==> src/rtl/memory_arb_pkg.sv <==
// rtl/memory_arb_pkg.sv - shared types and default sizes for the memory arbiter
package memory_arb_pkg;

  localparam int DEF_NUM_REQ    = 4;
  localparam int DEF_ADDR_WIDTH = 8;
  localparam int DEF_DATA_WIDTH = 32;
  localparam int DEF_MEM_SIZE   = 16;
  localparam int DEF_TIMEOUT    = 15;
  localparam int DEF_IDX_W      = $clog2(DEF_NUM_REQ);

  typedef enum logic [2:0] {
    IDLE,
    ISSUE,
    WAIT,
    RESP,
    ERR
  } arb_state_t;

  typedef struct packed {
    logic                      wr;
    logic [DEF_ADDR_WIDTH-1:0] addr;
    logic [DEF_DATA_WIDTH-1:0] wdata;
    logic [DEF_IDX_W-1:0]      idx;
  } cmd_t;

endpackage

==> src/rtl/memory_arbiter_if.sv <==
// rtl/memory_arbiter_if.sv - requester and memory-port signal bundle of the arbiter
interface memory_arbiter_if
  import memory_arb_pkg::*;
#(
  parameter int NUM_REQ    = DEF_NUM_REQ,
  parameter int ADDR_WIDTH = DEF_ADDR_WIDTH,
  parameter int DATA_WIDTH = DEF_DATA_WIDTH
) ();

  logic [NUM_REQ-1:0]            req;
  logic [NUM_REQ-1:0]            req_wr;
  logic [NUM_REQ*ADDR_WIDTH-1:0] req_addr;
  logic [NUM_REQ*DATA_WIDTH-1:0] req_wdata;
  logic [NUM_REQ-1:0]            gnt;
  logic [NUM_REQ-1:0]            rsp_valid;
  logic                          rsp_err;
  logic [DATA_WIDTH-1:0]         rsp_rdata;
  logic                          mem_wr;
  logic                          mem_rd;
  logic [ADDR_WIDTH-1:0]         mem_addr;
  logic [DATA_WIDTH-1:0]         mem_wdata;
  logic [DATA_WIDTH-1:0]         mem_rdata;
  logic                          mem_slv_rsp;

  // master = the arbiter itself; slave = requesters plus memory model
  modport master (
    input  req, req_wr, req_addr, req_wdata, mem_rdata, mem_slv_rsp,
    output gnt, rsp_valid, rsp_err, rsp_rdata, mem_wr, mem_rd, mem_addr, mem_wdata
  );

  modport slave (
    output req, req_wr, req_addr, req_wdata, mem_rdata, mem_slv_rsp,
    input  gnt, rsp_valid, rsp_err, rsp_rdata, mem_wr, mem_rd, mem_addr, mem_wdata
  );

endinterface

==> src/rtl/rr_picker.sv <==
// rtl/rr_picker.sv - combinational round-robin pick: first set request at or after ptr
module rr_picker #(
  parameter int NUM_REQ = 4,
  parameter int IDX_W   = 2
) (
  input  logic [NUM_REQ-1:0] i_req,
  input  logic [IDX_W-1:0]   i_ptr,
  output logic [NUM_REQ-1:0] o_pick,
  output logic [IDX_W-1:0]   o_idx,
  output logic               o_any
);

  always_comb begin : pick
    int                 j;
    logic [IDX_W-1:0]   sel;
    o_pick = '0;
    o_idx  = '0;
    o_any  = 1'b0;
    j      = 0;
    sel    = '0;
    for (int i = 0; i < NUM_REQ; i++) begin
      // explicit wrap so non-power-of-2 NUM_REQ never indexes past the top requester
      j = int'(i_ptr) + i;
      if (j >= NUM_REQ) j = j - NUM_REQ;
      sel = IDX_W'(j);
      if (!o_any && i_req[sel]) begin
        o_any       = 1'b1;
        o_idx       = sel;
        o_pick[sel] = 1'b1;
      end
    end
  end

endmodule

==> src/rtl/memory_arbiter.sv <==
// rtl/memory_arbiter.sv - round-robin arbiter sharing one memory port, with timeout and range check
module memory_arbiter
  import memory_arb_pkg::*;
#(
  parameter int NUM_REQ    = DEF_NUM_REQ,
  parameter int ADDR_WIDTH = DEF_ADDR_WIDTH,
  parameter int DATA_WIDTH = DEF_DATA_WIDTH,
  parameter int MEM_SIZE   = DEF_MEM_SIZE,
  parameter int TIMEOUT    = DEF_TIMEOUT
) (
  input logic              clk,
  input logic              reset,
  memory_arbiter_if.master bus
);

  localparam int IDX_W = $clog2(NUM_REQ);
  localparam int CNT_W = $clog2(TIMEOUT + 1);

  arb_state_t            r_state;
  cmd_t                  r_cmd;
  logic [NUM_REQ-1:0]    r_sel;
  logic [IDX_W-1:0]      r_ptr;
  logic [CNT_W-1:0]      r_cnt;
  logic [NUM_REQ-1:0]    r_gnt;
  logic [NUM_REQ-1:0]    r_rsp_valid;
  logic                  r_rsp_err;
  logic [DATA_WIDTH-1:0] r_rsp_rdata;
  logic                  r_mem_wr;
  logic                  r_mem_rd;
  logic [ADDR_WIDTH-1:0] r_mem_addr;
  logic [DATA_WIDTH-1:0] r_mem_wdata;

  logic [NUM_REQ-1:0]    w_pick;
  logic [IDX_W-1:0]      w_idx;
  logic                  w_any;
  logic                  w_wr;
  logic [ADDR_WIDTH-1:0] w_addr;
  logic [DATA_WIDTH-1:0] w_wdata;
  logic                  w_in_range;
  logic [IDX_W-1:0]      w_ptr_next;

  rr_picker #(
    .NUM_REQ(NUM_REQ),
    .IDX_W  (IDX_W)
  ) u_pick (
    .i_req (bus.req),
    .i_ptr (r_ptr),
    .o_pick(w_pick),
    .o_idx (w_idx),
    .o_any (w_any)
  );

  assign w_wr       = bus.req_wr[w_idx];
  assign w_addr     = bus.req_addr[w_idx*ADDR_WIDTH +: ADDR_WIDTH];
  assign w_wdata    = bus.req_wdata[w_idx*DATA_WIDTH +: DATA_WIDTH];
  assign w_in_range = 32'(w_addr) < MEM_SIZE;
  assign w_ptr_next = (r_cmd.idx == IDX_W'(NUM_REQ - 1)) ? '0 : r_cmd.idx + 1'b1;

  // Outputs are registered on entry to a state, so they are visible during that state.
  always_ff @(posedge clk) begin
    if (!reset) begin
      r_state     <= IDLE;
      r_cmd       <= '0;
      r_sel       <= '0;
      r_ptr       <= '0;
      r_cnt       <= '0;
      r_gnt       <= '0;
      r_rsp_valid <= '0;
      r_rsp_err   <= 1'b0;
      r_rsp_rdata <= '0;
      r_mem_wr    <= 1'b0;
      r_mem_rd    <= 1'b0;
      r_mem_addr  <= '0;
      r_mem_wdata <= '0;
    end else begin
      r_gnt       <= '0;
      r_rsp_valid <= '0;
      r_rsp_err   <= 1'b0;
      r_rsp_rdata <= '0;
      r_mem_wr    <= 1'b0;
      r_mem_rd    <= 1'b0;
      case (r_state)
        IDLE: begin
          if (w_any) begin
            r_cmd.wr    <= w_wr;
            r_cmd.addr  <= w_addr;
            r_cmd.wdata <= w_wdata;
            r_cmd.idx   <= w_idx;
            r_sel       <= w_pick;
            r_gnt       <= w_pick;
            if (w_in_range) begin
              r_mem_wr    <= w_wr;
              r_mem_rd    <= !w_wr;
              r_mem_addr  <= w_addr;
              r_mem_wdata <= w_wdata;
              r_state     <= ISSUE;
            end else begin
              r_rsp_valid <= w_pick;
              r_rsp_err   <= 1'b1;
              r_state     <= ERR;
            end
          end
        end
        ISSUE: begin
          r_cnt   <= '0;
          r_state <= WAIT;
        end
        WAIT: begin
          if (bus.mem_slv_rsp) begin
            r_rsp_valid <= r_sel;
            r_rsp_rdata <= r_cmd.wr ? '0 : bus.mem_rdata;
            r_state     <= RESP;
          end else if (r_cnt == CNT_W'(TIMEOUT - 1)) begin
            // TIMEOUT wait cycles elapsed: error lands TIMEOUT+1 cycles after the strobe
            r_rsp_valid <= r_sel;
            r_rsp_err   <= 1'b1;
            r_state     <= ERR;
          end else begin
            r_cnt <= r_cnt + 1'b1;
          end
        end
        RESP, ERR: begin
          r_ptr   <= w_ptr_next;
          r_state <= IDLE;
        end
        default: r_state <= IDLE;
      endcase
    end
  end

  assign bus.gnt       = r_gnt;
  assign bus.rsp_valid = r_rsp_valid;
  assign bus.rsp_err   = r_rsp_err;
  assign bus.rsp_rdata = r_rsp_rdata;
  assign bus.mem_wr    = r_mem_wr;
  assign bus.mem_rd    = r_mem_rd;
  assign bus.mem_addr  = r_mem_addr;
  assign bus.mem_wdata = r_mem_wdata;

endmodule

==> src/flat_wrapper.sv <==
// flat-port wrapper written by rule: the top's interface ports become plain ports
module memory_arbiter_flat import memory_arb_pkg::*;
#(
  parameter int NUM_REQ    = DEF_NUM_REQ,
  parameter int ADDR_WIDTH = DEF_ADDR_WIDTH,
  parameter int DATA_WIDTH = DEF_DATA_WIDTH,
  parameter int MEM_SIZE   = DEF_MEM_SIZE,
  parameter int TIMEOUT    = DEF_TIMEOUT
)
  (clk, reset, bus_req, bus_req_wr, bus_req_addr, bus_req_wdata, bus_mem_rdata, bus_mem_slv_rsp, bus_gnt, bus_rsp_valid, bus_rsp_err, bus_rsp_rdata, bus_mem_wr, bus_mem_rd, bus_mem_addr, bus_mem_wdata);
  memory_arbiter_if #(.NUM_REQ(NUM_REQ), .ADDR_WIDTH(ADDR_WIDTH), .DATA_WIDTH(DATA_WIDTH)) bus_i ();
  input logic clk;
  input logic reset;
  input wire logic [$bits(bus_i.req)-1:0] bus_req;
  input wire logic [$bits(bus_i.req_wr)-1:0] bus_req_wr;
  input wire logic [$bits(bus_i.req_addr)-1:0] bus_req_addr;
  input wire logic [$bits(bus_i.req_wdata)-1:0] bus_req_wdata;
  input wire logic [$bits(bus_i.mem_rdata)-1:0] bus_mem_rdata;
  input wire logic [$bits(bus_i.mem_slv_rsp)-1:0] bus_mem_slv_rsp;
  output wire logic [$bits(bus_i.gnt)-1:0] bus_gnt;
  output wire logic [$bits(bus_i.rsp_valid)-1:0] bus_rsp_valid;
  output wire logic [$bits(bus_i.rsp_err)-1:0] bus_rsp_err;
  output wire logic [$bits(bus_i.rsp_rdata)-1:0] bus_rsp_rdata;
  output wire logic [$bits(bus_i.mem_wr)-1:0] bus_mem_wr;
  output wire logic [$bits(bus_i.mem_rd)-1:0] bus_mem_rd;
  output wire logic [$bits(bus_i.mem_addr)-1:0] bus_mem_addr;
  output wire logic [$bits(bus_i.mem_wdata)-1:0] bus_mem_wdata;
  assign bus_i.req = bus_req;
  assign bus_i.req_wr = bus_req_wr;
  assign bus_i.req_addr = bus_req_addr;
  assign bus_i.req_wdata = bus_req_wdata;
  assign bus_i.mem_rdata = bus_mem_rdata;
  assign bus_i.mem_slv_rsp = bus_mem_slv_rsp;
  assign bus_gnt = bus_i.gnt;
  assign bus_rsp_valid = bus_i.rsp_valid;
  assign bus_rsp_err = bus_i.rsp_err;
  assign bus_rsp_rdata = bus_i.rsp_rdata;
  assign bus_mem_wr = bus_i.mem_wr;
  assign bus_mem_rd = bus_i.mem_rd;
  assign bus_mem_addr = bus_i.mem_addr;
  assign bus_mem_wdata = bus_i.mem_wdata;
  memory_arbiter #(.NUM_REQ(NUM_REQ), .ADDR_WIDTH(ADDR_WIDTH), .DATA_WIDTH(DATA_WIDTH), .MEM_SIZE(MEM_SIZE), .TIMEOUT(TIMEOUT)) u_core (.clk(clk), .reset(reset), .bus(bus_i));
endmodule
==> config.mk <==
export PLATFORM = sky130hd
export DESIGN_NAME = memory_arbiter_flat
export DESIGN_NICKNAME = d
export VERILOG_FILES = /design/src/rtl/memory_arb_pkg.sv /design/src/rtl/memory_arbiter_if.sv /design/src/rtl/rr_picker.sv /design/src/rtl/memory_arbiter.sv /design/src/flat_wrapper.sv
export SDC_FILE = /design/constraint.sdc
export NUM_CORES = 1
export LEC_CHECK = 0
export BUFFER_PORTS_ARGS = -buffer_cell sky130_fd_sc_hd__clkbuf_2
export CAP_MARGIN = 5
export CORE_ASPECT_RATIO = 0.6
export CORE_MARGIN = 2
export CORE_UTILIZATION = 49
export CTS_BUF_LIST = sky130_fd_sc_hd__clkbuf_4 sky130_fd_sc_hd__clkbuf_8 sky130_fd_sc_hd__clkbuf_16
export DETAILED_ROUTE_END_ITERATION = 12
export GPL_TIMING_DRIVEN = 0
export PLACE_DENSITY = 0.82
export SETUP_SLACK_MARGIN = 0.5
export SLEW_MARGIN = 40
export SYNTH_ARGS = -nofsm -noshare
export SYNTH_HDL_FRONTEND = slang
export SYNTH_SLANG_ARGS = --single-unit
==> constraint.sdc <==
create_clock -name clk -period 4.95 [get_ports clk]
set_input_delay 0.7425 -clock clk [delete_from_list [all_inputs] [get_ports clk]]
set_output_delay 0.7425 -clock clk [all_outputs]
set_load 0.05 [all_outputs]
==> summary.md <==
| Metric | Value |
|---|---|
| Final worst path period need | 4180 ps |
| Critical Path End Type | register |
| Yosys warns | 0 |
| Crit start category | register |
| Ys async rst share | 0% |
| Crit path DAT | 4460 ps |
| Cells after synthesis | 848 |
| Post-Syn Area per Cell | 7.864 um^2 |
| Die Wd | 154.6 um |
| EDFF count, synth | 0 |
| DR vias | 8,028 |
| Hold crit path type | register to register |
| Final Cycle Share | 84.44% |
| CTS buffer count | 9 |
| Mapped cell area | 6669 um^2 |
| Longest Clk Path Bufs | 2 |
| Wire per inst | 19.83 um |
| First drt pass iteration count | 6 |
| Dpl cell area | 8310 um^2 |
| RSZ-0062 raised after global routing | false |
| Detail Route Antenna Nets | 0 |
| Total global-route track usage | 34.17% |
| Row count | 32 |
| Grt ovf | 0 |
| Multi-input gate area | 4318 um^2 |
| Status | finished clean |
| Final Hold Viols | 0 |
| Fin nets | 1,356 |
| Io pins | 286 |
| CORE AREA | 13,050 um^2 |
| Worst EP required | 5230 ps |
| Hpwl dp | 20,210 um |
| Vias/cell | 6.096 |
| Hold_buf cts | 0 |
| P&R area growth vs syn | 29.57% |
| Worst-margin pin slew | 732.8 ps |
| Clk sink count | 99 |
| Clk_skew | 12.72 ps |
| Slew headroom | 51.15% |
| Vias in the first global route | 7,220 |
| Reg clk slew, reported paths | 80 ps |
| Yosys reg bits | 99 |
| Final setup fails | 0 |
| Worst-skew pair later-pin latency | 350 ps |
| Initial core utilization | 51.09% |
| Register Area | 1982 um^2 |
| Number of antenna diodes | 0 |
| Routed WL | 26,110 um |
| Fillers | 1,154 |
| Critical path class | register to register |
| Pleak | 4.281 nW |
| Die Ht | 94.37 um |
| Final Slew Violations | 0 |
| Initial antenna violation count | 0 |
| Top_reg_cell synth | dfxtp_1 |
| DRT iter0 DRCs | 1,048 |
| Pin count of the biggest net entering global routing | 22 |
| Die ar. | 14,590 um^2 |
| Post-Route Utilization | 66.20% |
| Gpl congestion | 0.9986 |
| Layout cell share with drive strength beyond 1 | 33.39% |
| CTS H-tree depth | 3 |
| Power density over the cells | 536.3 nW/um^2 |
| Maxcap violations | 0 |
| I/O Buffers | 283 |
| TritonCTS clock tree | done |
| Final Instance Area | 8641 um^2 |
| Seq/Total Area, Yosys | 29.72% |
| First-pass GRT wire length | 39,150 um |
| Clk root buf | clkbuf_16 |
| Max FO, Critical Path | 10 |
| Maximum resistive drop on vdd | 0.2280 mV |
| Achievable clock frequency | 0.2393 GHz |
| Setup TNS | 0 ps |
| Drc violations | 0 |
| Yosys cell types | 60 |
| Mapped Nets | 1,062 |
| Hold Slack | 466.7 ps |
## cells in the mapped netlist, types with 11 or more instances
library cell	number	area share, %
and2_1	34	3.2
ha_1	11	2.1
mux2_2	31	5.2
and3_1	50	4.7
a211o_1	28	3.7
nor2_1	30	1.7
o21ai_0	76	5.7
dfxtp_1	99	30
o22a_1	28	3.7
o2111ai_1	29	3.8
nand2_1	190	11
mux2i_1	40	6.0
a211oi_1	21	2.4
clkbuf_1	49	2.8
buf_2	22	1.7
## per-stage QoR
stage          cells  power (mW)  setup WS (ps)
3_3_place_gp    1301       3.756          677.5
6_report        1317       4.634          770.3
2_1_floorplan    848       3.032           1523
3_5_place_dp    1301       3.800          650.9
4_1_cts         1317       4.541          610.1
5_1_grt         1317       4.888          523.9
## kinds of logic after synthesis
kind of cell,share of synthesized area (%)
multiplexers,12.81
AO/OA/AOI/OAI,25.03
XOR/XNOR,0.1314
AND/OR/NAND/NOR,24.43
flip-flops,29.72
buffers and inverters,5.816
adder cells (fa/ha/maj),2.064
## flip-flops by register name (all words and copies together), names as in the netlist
| name | flops |
|---|---|
| u_core.bus.rsp_err | 1 |
| u_core.bus.mem_wr | 1 |
| u_core.bus.mem_rd | 1 |
| u_core.bus.gnt | 4 |
| u_core.r_state | 3 |
| u_core.r_cnt | 4 |
| u_core.r_cmd | 3 |
| u_core.bus.rsp_rdata | 32 |
| u_core.bus.rsp_valid | 4 |
| u_core.bus.mem_addr | 8 |
| u_core.r_ptr | 2 |
| u_core.r_sel | 4 |
| u_core.bus.mem_wdata | 32 |
## where the power goes
group          total, mW  switching (mW)  internal, mW
Sequential         0.968          0.0640         0.904
Combinational       2.93            1.89          1.05
Clock              0.732           0.366         0.365
Total               4.63            2.32          2.32
## area by class of cell
class / count / share of cell area, %
Timing Repair Buffer: 283 / 16.39
Clock buffer: 9 / 2.606
Tap cell: 170 / 2.462
Multi-Input combinational cell: 662 / 49.97
Clock inverter: 7 / 0.9991
Buffer: 80 / 4.286
Sequential cell: 99 / 22.94
Inverter: 7 / 0.3475
## metal layers
layer	up-vias	share of wire [%]	track usage [%]
li1	3680	-	-
met1	3654	43	49.69
met2	636	42	50.37
met3	58	13	8.995
met4	0	2.0	8.179
met5	-	0	0
## path summary, 6_finish.rpt
kind | start | end | slack, ps | cells past startpoint
max | u_core.r_ptr[0] | u_core.bus.mem_wdata[7] | 770 | 14
min | u_core.bus.mem_wdata[9] | u_core.bus.mem_wdata[9] | 470 | 2
max reg2reg | u_core.r_ptr[0] | u_core.bus.mem_wdata[7] | 770 | 14
min reg2reg | u_core.bus.mem_wdata[9] | u_core.bus.mem_wdata[9] | 470 | 2
## critical path, cell delays in order, from the launching register on
cell and delay, ps:
dfxtp_1 440, buf_6 170, buf_2 280, clkinvlp_4 310, ha_1 450, mux4_2 510, nand2b_1 190, buf_1 320
buf_2 320, clkbuf_1 380, o21ai_0 150, nand2_1 100, o22a_1 130, o2111ai_1 150, mux2i_1 180
## layout by cell type (no fill, tap or decap), drive strengths merged, types with 2 or more instances in the layout
cell type / Yosys / layout
nor4: 4 / 4
a221oi: 5 / 5
nor2b: 3 / 3
o21ai: 80 / 80
and2: 34 / 34
nand2: 191 / 191
mux4: 4 / 4
a2111oi: 2 / 2
mux2i: 40 / 40
nor3: 4 / 4
or3: 2 / 2
nor3b: 2 / 2
o2111ai: 29 / 29
a22o: 4 / 4
or4: 10 / 10
mux2: 32 / 32
o22ai: 10 / 10
nand2b: 4 / 4
a211oi: 21 / 21
dfxtp: 99 / 99
a211o: 28 / 28
nand3: 6 / 6
and3: 50 / 50
a21oi: 4 / 4
a32o: 2 / 2
clkbuf: 49 / 343
buf: 31 / 29
o22a: 28 / 28
nor2: 30 / 30
nand4: 2 / 2
clkinv: 1 / 3
a22oi: 4 / 4
a31oi: 3 / 3
inv: 6 / 10
ha: 11 / 11
## what timing repair did
item,CTS,global route
resized for setup,0,13
setup endpoints to repair,0,31
setup buffers,0,0
Power figures use the tool's default switching activity.
